**src/rtl/run_seq_pkg.sv**
```systemverilog
// Shared types and default constants for the run sequencer.
// The watchdog feature is controlled by the RUN_SEQ_TIMEOUT_EN macro in run_sequencer.
package run_seq_pkg;

  typedef enum logic [2:0] {IDLE, RST, START, RUN, LOG, DONE} run_state_t;

  localparam int CW_DEF             = 16;
  localparam int RST_CYCLES_DEF     = 4;
  localparam int START_CYCLES_DEF   = 2;
  localparam int TIMEOUT_CYCLES_DEF = 4096;

  function automatic int max3(input int a, input int b, input int c);
    int m;
    m = (a > b) ? a : b;
    return (m > c) ? m : c;
  endfunction

endpackage

```
**src/rtl/phase_timer.sv**
```systemverilog
// Loadable down-counter; tc is high while the count sits at zero.
// A load of N-1 therefore gives a phase of exactly N cycles ending on tc.
module phase_timer #(
  parameter int W = 8
) (
  input  logic         Clk,
  input  logic         Reset,
  input  logic         load,
  input  logic [W-1:0] load_val,
  output logic         tc
);

  logic [W-1:0] count;

  always_ff @(posedge Clk) begin
    if (Reset)              count <= '0;
    else if (load)          count <= load_val;
    else if (count != '0)   count <= count - 1'b1;
  end

  assign tc = (count == '0);

endmodule

```
**src/rtl/run_sequencer.sv**
```systemverilog
// Start/Ack program launcher: resets the core once per run, then launches programs
// 0..NumProgs-1 and logs each execution cycle count. Optional watchdog: RUN_SEQ_TIMEOUT_EN.
//
//   state | meaning
//   IDLE  | waiting for Go after reset
//   RST   | core reset held for RST_CYCLES
//   START | Start pulse held for START_CYCLES, cycle counter cleared
//   RUN   | counting cycles until Ack (or watchdog)
//   LOG   | one-cycle result strobe, then next program or DONE
//   DONE  | run complete, waiting for Go
module run_sequencer
  import run_seq_pkg::*;
#(
  parameter int CW             = CW_DEF,
  parameter int RST_CYCLES     = RST_CYCLES_DEF,
  parameter int START_CYCLES   = START_CYCLES_DEF,
  parameter int TIMEOUT_CYCLES = TIMEOUT_CYCLES_DEF
) (
  input  logic          Clk,
  input  logic          Reset,
  input  logic          Go,
  input  logic [1:0]    NumProgs,
  output logic          DutReset,
  output logic          DutStart,
  input  logic          DutAck,
  output logic [1:0]    ProgIdx,
  output logic [CW-1:0] LastCycles,
  output logic          LogValid,
  output logic          Busy,
  output logic          Done,
  output logic          TimedOut
);

  // Timer is sized for the longest phase it may be loaded with.
  localparam int TW = $clog2(max3(RST_CYCLES, START_CYCLES, TIMEOUT_CYCLES) + 1);

  run_state_t    state, state_next;
  logic          tmr_load, tmr_tc, timeout_hit;
  logic [TW-1:0] tmr_val;
  logic [CW-1:0] cyc_cnt, cnt_inc;
  logic [1:0]    num_progs_q;
  logic          go_accept;

  phase_timer #(.W(TW)) u_timer (
    .Clk      (Clk),
    .Reset    (Reset),
    .load     (tmr_load),
    .load_val (tmr_val),
    .tc       (tmr_tc)
  );

  assign cnt_inc   = (&cyc_cnt) ? cyc_cnt : cyc_cnt + 1'b1;
  assign go_accept = ((state == IDLE) || (state == DONE)) && Go;

  always_comb begin
    state_next  = state;
    tmr_load    = 1'b0;
    tmr_val     = '0;
    timeout_hit = 1'b0;
    case (state)
      IDLE, DONE: if (Go) begin
        state_next = RST;
        tmr_load   = 1'b1;
        tmr_val    = TW'(RST_CYCLES - 1);
      end
      RST: if (tmr_tc) begin
        if (num_progs_q == 2'd0) state_next = DONE;
        else begin
          state_next = START;
          tmr_load   = 1'b1;
          tmr_val    = TW'(START_CYCLES - 1);
        end
      end
      START: if (tmr_tc) begin
        state_next = RUN;
`ifdef RUN_SEQ_TIMEOUT_EN
        tmr_load   = 1'b1;
        tmr_val    = TW'(TIMEOUT_CYCLES - 1);
`endif
      end
      RUN: begin
        if (DutAck) state_next = LOG;
`ifdef RUN_SEQ_TIMEOUT_EN
        else if (tmr_tc) begin
          state_next  = DONE;
          timeout_hit = 1'b1;
        end
`endif
      end
      LOG: begin
        if (ProgIdx == num_progs_q - 2'd1) state_next = DONE;
        else begin
          state_next = START;
          tmr_load   = 1'b1;
          tmr_val    = TW'(START_CYCLES - 1);
        end
      end
      default: state_next = IDLE;
    endcase
  end

  always_ff @(posedge Clk) begin
    if (Reset) begin
      state       <= IDLE;
      DutReset    <= 1'b0;
      DutStart    <= 1'b0;
      Busy        <= 1'b0;
      Done        <= 1'b0;
      LogValid    <= 1'b0;
      ProgIdx     <= '0;
      LastCycles  <= '0;
      cyc_cnt     <= '0;
      num_progs_q <= '0;
    end else begin
      state    <= state_next;
      DutReset <= (state_next == RST);
      DutStart <= (state_next == START);
      Busy     <= (state_next != IDLE) && (state_next != DONE);
      Done     <= (state_next == DONE);
      LogValid <= (state_next == LOG) || timeout_hit;
      if (go_accept) begin
        num_progs_q <= NumProgs;
        ProgIdx     <= '0;
      end
      if (state_next == START && state != START) cyc_cnt <= '0;
      else if (state == RUN)                     cyc_cnt <= cnt_inc;
      if (state == RUN && state_next == LOG) LastCycles <= cnt_inc;
      if (state == LOG && state_next == START) ProgIdx <= ProgIdx + 2'd1;
`ifdef RUN_SEQ_TIMEOUT_EN
      if (timeout_hit) LastCycles <= CW'(TIMEOUT_CYCLES);
`endif
    end
  end

`ifdef RUN_SEQ_TIMEOUT_EN
  logic timed_out;
  always_ff @(posedge Clk) begin
    if (Reset || go_accept) timed_out <= 1'b0;
    else if (timeout_hit)   timed_out <= 1'b1;
  end
  assign TimedOut = timed_out;
`else
  assign TimedOut = 1'b0;
`endif

endmodule

```
**config.mk**
```make
export PLATFORM = sky130hd
export DESIGN_NAME = run_sequencer
export DESIGN_NICKNAME = d
export VERILOG_FILES = /design/src/rtl/run_seq_pkg.sv /design/src/rtl/phase_timer.sv /design/src/rtl/run_sequencer.sv
export SDC_FILE = /design/constraint.sdc
export NUM_CORES = 1
export LEC_CHECK = 0
export ABC_CLOCK_PERIOD_IN_PS = 2150
export CORE_MARGIN = 4
export CORE_UTILIZATION = 35
export DETAILED_ROUTE_END_ITERATION = 16
export PLACE_DENSITY = 0.58
export SKIP_CTS_REPAIR_TIMING = 1
export SYNTH_ARGS = -nofsm -noshare
export SYNTH_HDL_FRONTEND = slang
export SYNTH_SLANG_ARGS = --single-unit
```
**constraint.sdc**
```tcl
create_clock -name Clk -period 2.15 [get_ports Clk]
set_clock_uncertainty 0.05 [all_clocks]
set_input_delay 0.43 -clock Clk [delete_from_list [all_inputs] [get_ports Clk]]
set_output_delay 0.43 -clock Clk [all_outputs]
set_load 0.01 [all_outputs]
```
==> impl_metrics.json, run 1 <==
{
  "setup.worst_path.class": "reg -> reg",
  "syn_nets": 347,
  "end_kind": "flip-flop",
  "synth_warnings": 0,
  "yosysMostFrequentCell": "dfxtp_1",
  "grtUsageTotal_pct": 14.9,
  "status": "finished, violations left",
  "grt_pass1_vias": 2535,
  "dp_slack_ns": -0.0805,
  "min_path_cells": 2,
  "finalCritPeriodShare_pct": 102,
  "wl_mm": 6.78,
  "slew_viol_final": 0,
  "layout_setup_ws_ns": -0.0457,
  "die_area_um2": 9460,
  "hold_class": "reg -> reg",
  "synth_top_area_share_pct": 40.9,
  "initial_core_util_pct": 36.1,
  "syn_area_um2": 2790,
  "root_buffer": "clkbuf_8",
  "arrival_ns": 2.36,
  "ant_nets": 0,
  "synthTopCellsByCount": "dfxtp_1 (57), a21oi_1 (43), nor2_1 (31)",
  "fillers": 743,
  "finalWorstPathRequiredPeriod_ns": 2.20,
  "cts_num_sinks": 57,
  "clockBufferDepth": 2,
  "antenna_found_initial": 0,
  "post_drt_wl_per_cell_um": 13.2,
  "cp-start-kind": "flip-flop",
  "synth_cell_types": 48,
  "worst_r2r_path_depth": 7,
  "power_density_nw_per_um2": 1130,
  "grt_setup_unrepaired": "true",
  "async_reset_ff_share_pct": 0,
  "hold_viol": 0,
  "drt_iter0_drc": 52,
  "antenna_cells": 0,
  "synth_cells": 338,
  "ys_ff_latch": 57,
  "setup_viol": 1,
  "die_w_um": 97.3,
  "cts_buffers": 9,
  "synthToLayoutAreaGrowth_pct": 36.2,
  "insertion_delay_ns": 0.33,
  "die_h_um": 97.3,
  "drive_above_1_share_pct": 22.7,
  "max_freq_mhz": 455,
  "core_um2": 7730,
  "fin_nets": 414,
  "gr-total-overflow": 0,
  "violations": "negative setup slack",
  "p_leak_nw": 1.43,
  "dp_hpwl_mm": 4.80,
  "via_per_inst": 5.01,
  "grt_start_max_net_pins": 22,
  "synth-seq-area-share_pct": 40.9,
  "critical_path.max_fanout": 3,
  "place.gp.congestion": 0.871,
  "synth_top_area_cell": "dfxtp_1",
  "critPathRequiredTime_ns": 2.31,
  "synthFlopType": "dfxtp_1",
  "via_count": 2566,
  "netlist_top_cells_area": "dfxtp_1 (41%), a21oi_1 (7.7%), xnor2_1 (6.3%), nor2_1 (4.2%), o21ai_0 (3.6%)",
  "synth_area_per_cell_um2": 8.25,
  "route.detailed.drc": 0,
  "grt_pass1_wl_mm": 11.7,
  "port-buffer-count": 28,
  "tritoncts": "yes",
  "clkTransAtPathRegs_ns": 0.06,
  "ir_drop_mv": 1.00,
  "rows": 32,
  "max_cap_violations": 0,
  "first_pass_iters": 4,
  "synth_edf_count": 0,
  "ios": 30,
  "cts_max_level": 3,
  "post-route-util_pct": 49.2
}
## worst max-delay path, cell delays in order (launching register included)
cell	delay, ns
dfxtp_2	0.32
inv_2	0.06
ha_4	0.13
or3b_4	0.37
or4_4	0.53
o32a_1	0.32
and2_4	0.17
nor4bb_1	0.12
## stage by stage
step	area [um2]	setup TNS (ns)	hold WS (ns)	std cells	power [mW]
floorplan	2820	-0.121	0.386	338	2.40
global placement	3510	-0.0619	0.393	495	3.09
detailed placement	3510	-0.166	0.400	495	3.10
CTS	3720	-0.481	0.408	511	4.17
global route	3800	-0.311	0.419	512	4.59
finish	3800	-0.0457	0.404	512	4.28
## placed cells by master (no fill, tap or decap), types with 6 or more instances in the layout
cell type        count
dfxtp_1             54
buf_4               48
a21oi_1             43
nor2_1              31
clkdlybuf4s50_1     28
nand2_1             23
xnor2_1             20
o21ai_0             19
clkbuf_8            12
nor3_1               9
inv_1                8
nand3_1              8
nand4_1              7
and3_1               6
or3_1                6
nand2b_1             6
## per-layer routing
layer	track usage (%)	share of wire, %
met3	4.45	4.1
met1	18.3	46
met4	4.26	1.2
met2	25.2	48
met5	0	0
## power by group
part,switching (mW),internal (mW),total [mW]
Clock,0.403,0.629,1.03
Sequential,0.0807,1.20,1.28
Combinational,0.935,1.03,1.96
Total,1.42,2.86,4.28
## final timing paths
check	endpoint	slack [ns]	from
worst max-delay path	DutReset	-0.05	u_timer.count[1]
worst min-delay path	LastCycles[14]	0.40	LastCycles[14]
worst max register to register	DutReset	-0.05	u_timer.count[1]
worst min register to register	LastCycles[14]	0.40	LastCycles[14]
## layout make-up
class,count,area (um2),share of cell area (%)
Timing Repair Buffer,78,681,17.9
Clock inverter,2,35.0,0.922
Clock buffer,14,173,4.55
Tap cell,102,128,3.36
Inverter,10,37.5,0.988
Multi-Input combinational cell,249,1600,42.1
Sequential cell,57,1140,30.1
## registers in the layout, indices dropped and copies added, names as in the netlist
name,flops
Busy,1
Done,1
DutReset,1
DutStart,1
LastCycles,16
LogValid,1
ProgIdx,2
cyc_cnt,16
num_progs_q,2
state,3
u_timer.count,13
## cells by family after synthesis
logic type | after synthesis | share of synthesized area (%)
AO/OA/AOI/OAI | 88 | 18.9
XOR/XNOR | 26 | 8.17
adder cells (fa/ha/maj) | 3 | 1.35
buffers and inverters | 32 | 4.58
flip-flops | 57 | 40.9
multiplexers | 4 | 1.53
other | 1 | 0.134
AND/OR/NAND/NOR | 127 | 24.4
Power figures use the tool's default switching activity.
==> run 2: changes to the inputs <==
--- a/config.mk
+++ b/config.mk
@@ -9,8 +9,9 @@
 export CORE_MARGIN = 4
 export CORE_UTILIZATION = 35
 export DETAILED_ROUTE_END_ITERATION = 16
-export PLACE_DENSITY = 0.58
+export PLACE_DENSITY_LB_ADDON = 0.1
 export SKIP_CTS_REPAIR_TIMING = 1
 export SYNTH_ARGS = -nofsm -noshare
 export SYNTH_HDL_FRONTEND = slang
+export SYNTH_HIERARCHICAL = 1
 export SYNTH_SLANG_ARGS = --single-unit
==> run 2 against run 1 <==
- the flow still finishes with violations (negative setup slack)
- final area increased by 14%
- first-iteration DRC count up 7.7%
- critical path depth is 2 higher
- routed wire length rose by 15%
- register-to-register slack got worse by 0.22 ns
- clock power down 15%
- combinational power fell by 41%
- sequential power is 7% lower
==> impl_metrics.json, run 2 <==
{
  "arrival_ns": 2.57,
  "timing.rr.start": "u_timer/count[0]",
  "status": "finished, violations left",
  "ios": 30,
  "synth_area_per_cell_um2": 8.63,
  "fillers": 813,
  "max_freq_mhz": 413,
  "reg_top3": "LastCycles: 16 flops, cyc_cnt: 16 flops, u_timer/count: 13 flops",
  "insertion_delay_ns": 0.34,
  "cts_num_sinks": 57,
  "hold_class": "reg -> reg",
  "max_cap_violations": 0,
  "setup_viol": 36,
  "initial_core_util_pct": 36.4,
  "seq_area_um2": 1140,
  "layout_setup_ws_ns": -0.269,
  "rows": 33,
  "synth_cell_types": 65,
  "ant_nets": 0,
  "fin_nets": 457,
  "clockBufferDepth": 2,
  "r2r_slack_ns": -0.27,
  "post_drt_wl_per_cell_um": 14.1,
  "root_buffer": "clkbuf_8",
  "yosysMostFrequentCell": "dfxtp_1",
  "synth_edf_count": 0,
  "via_count": 2839,
  "worst_r2r_path_depth": 9,
  "power_density_nw_per_um2": 746,
  "netlist_top_cells_area": "dfxtp_1 (38%), xnor2_1 (6.6%), nor2_1 (6.1%), a211oi_1 (3.5%), a21oi_1 (3.1%)",
  "synthTopCellsByCount": "dfxtp_1 (57), nor2_1 (49), xnor2_1 (23)",
  "synth_top_area_cell": "dfxtp_1",
  "cts_max_level": 3,
  "worst_r2r_endpoint": "Busy",
  "synth-seq-area-share_pct": 37.6,
  "synthToLayoutAreaGrowth_pct": 42.0,
  "hold_viol": 0,
  "drive_above_1_share_pct": 29.8,
  "final_cells": 555,
  "dp_slack_ns": -0.340,
  "grt_setup_unrepaired": "true",
  "antenna_found_initial": 0,
  "wl_mm": 7.83,
  "finalCritPeriodShare_pct": 112,
  "dp_hpwl_mm": 5.67,
  "finalWorstPathRequiredPeriod_ns": 2.42,
  "path_cells": "inv_2 -> ha_4 -> or4b_4 -> nor4_4 -> nand2b_1 -> mux4_2 -> o221a_4 -> xnor2_1 -> a21oi_1",
  "ys_ff_latch": 57,
  "die_area_um2": 10200,
  "final_cell_mix": "buf_4 (58), dfxtp_1 (56), nor2_1 (35)",
  "tritoncts": "yes",
  "slowest_stage": "or4b_4",
  "async_reset_ff_share_pct": 0,
  "synth_warnings": 6,
  "first_pass_iters": 4,
  "grt_pass1_vias": 2768,
  "synthFlopType": "dfxtp_1",
  "cp.depth": 9,
  "cp-start-kind": "flip-flop",
  "crit_path_end": "Busy",
  "timing.hold.ws_ns": 0.448,
  "port-buffer-count": 28,
  "synth_top_area_share_pct": 37.6,
  "path_delay_family": "simple AND/OR/NAND/NOR gates",
  "multiInputGateArea_um2": 2000,
  "violations": "negative setup slack",
  "ir_drop_mv": 0.234,
  "critPathRequiredTime_ns": 2.30,
  "die_w_um": 101,
  "cts_buffers": 9,
  "drt_iter0_drc": 56,
  "critPathBufInv": 1,
  "grt_start_max_net_pins": 42,
  "clkTransAtPathRegs_ns": 0.06,
  "route.detailed.drc": 0,
  "grtUsageTotal_pct": 16.2,
  "dp_cells": 536,
  "syn_area_um2": 3040,
  "via_per_inst": 5.12,
  "die_h_um": 101,
  "grt_pass1_wl_mm": 13.3,
  "setup.worst_path.class": "reg -> reg",
  "synth_cells": 352,
  "gr-total-overflow": 0,
  "slew_viol_final": 0,
  "final_common_cell": "buf_4",
  "critical_path.max_fanout": 4,
  "critPathLaunch": "u_timer/count[0]",
  "place.gp.congestion": 0.816,
  "end_kind": "flip-flop",
  "core_um2": 8340,
  "slowest_delay_ns": 0.48,
  "p_leak_nw": 1.55,
  "antenna_cells": 0
}
[run 2: layer usage]
metal | part of all wire, % | vias to the layer above | routed length [um] | GRT usage, %
li1 | - | 1462 | - | -
met1 | 47 | 1338 | 3680 | 20.4
met2 | 49 | 28 | 3830 | 27.3
met3 | 2.3 | 11 | 181 | 2.96
met4 | 1.8 | 0 | 138 | 6.75
met5 | 0 | - | 0 | 0
[run 2: stage by stage]
stage	instance area (um2)	util [%]	total power, mW	setup TNS, ns
final	4310	51.7	3.22	-3.75
after global routing	4310	51.7	3.41	-9.11
after CTS	4100	49.2	3.13	-7.81
after detailed placement	3940	47.2	2.23	-6.81
after global placement	3940	47.2	2.23	-5.90
after floorplan	3180	-	1.89	-2.62
[run 2: where the power goes]
part / switching [mW] / internal, mW / total, mW
registers: 0.0472 / 1.14 / 1.19
clock network: 0.409 / 0.470 / 0.879
logic: 0.547 / 0.601 / 1.15
[run 2: logic make-up after synthesis]
| logic type | share of synthesized area [%] |
|---|---|
| AND/OR/NAND/NOR | 29.8 |
| flip-flops | 37.6 |
| AO/OA/AOI/OAI | 15.5 |
| adder cells (fa/ha/maj) | 1.65 |
| other | 0.123 |
| XOR/XNOR | 7.79 |
| multiplexers | 3.09 |
| buffers and inverters | 4.41 |
[run 2: worst reg2reg max path: stages (launching register included)]
cell and delay [ns]:
dfxtp_2 0.32, inv_2 0.07, ha_4 0.13, or4b_4 0.48
nor4_4 0.17, nand2b_1 0.11, mux4_2 0.48, o221a_4 0.27
xnor2_1 0.13, a21oi_1 0.07
[run 2: area by class of cell]
class	count	area share [%]
sequential	57	26.5
inverter	10	0.987
tap	105	3.05
multi-input combinational	274	46.5
clock buffer	14	3.77
timing repair buffer	95	19.2
[run 2: worst min path at each step]
stage / slack [ns] / to / start / cells past startpoint
floorplan: 0.41 / num_progs_q[1] / num_progs_q[1] / 2
global placement: 0.43 / num_progs_q[1] / num_progs_q[1] / 2
detailed placement: 0.44 / LastCycles[12] / LastCycles[12] / 2
CTS: 0.45 / LastCycles[3] / LastCycles[3] / 2
global route: 0.48 / LastCycles[7] / LastCycles[7] / 2
finish: 0.45 / LastCycles[6] / LastCycles[6] / 2
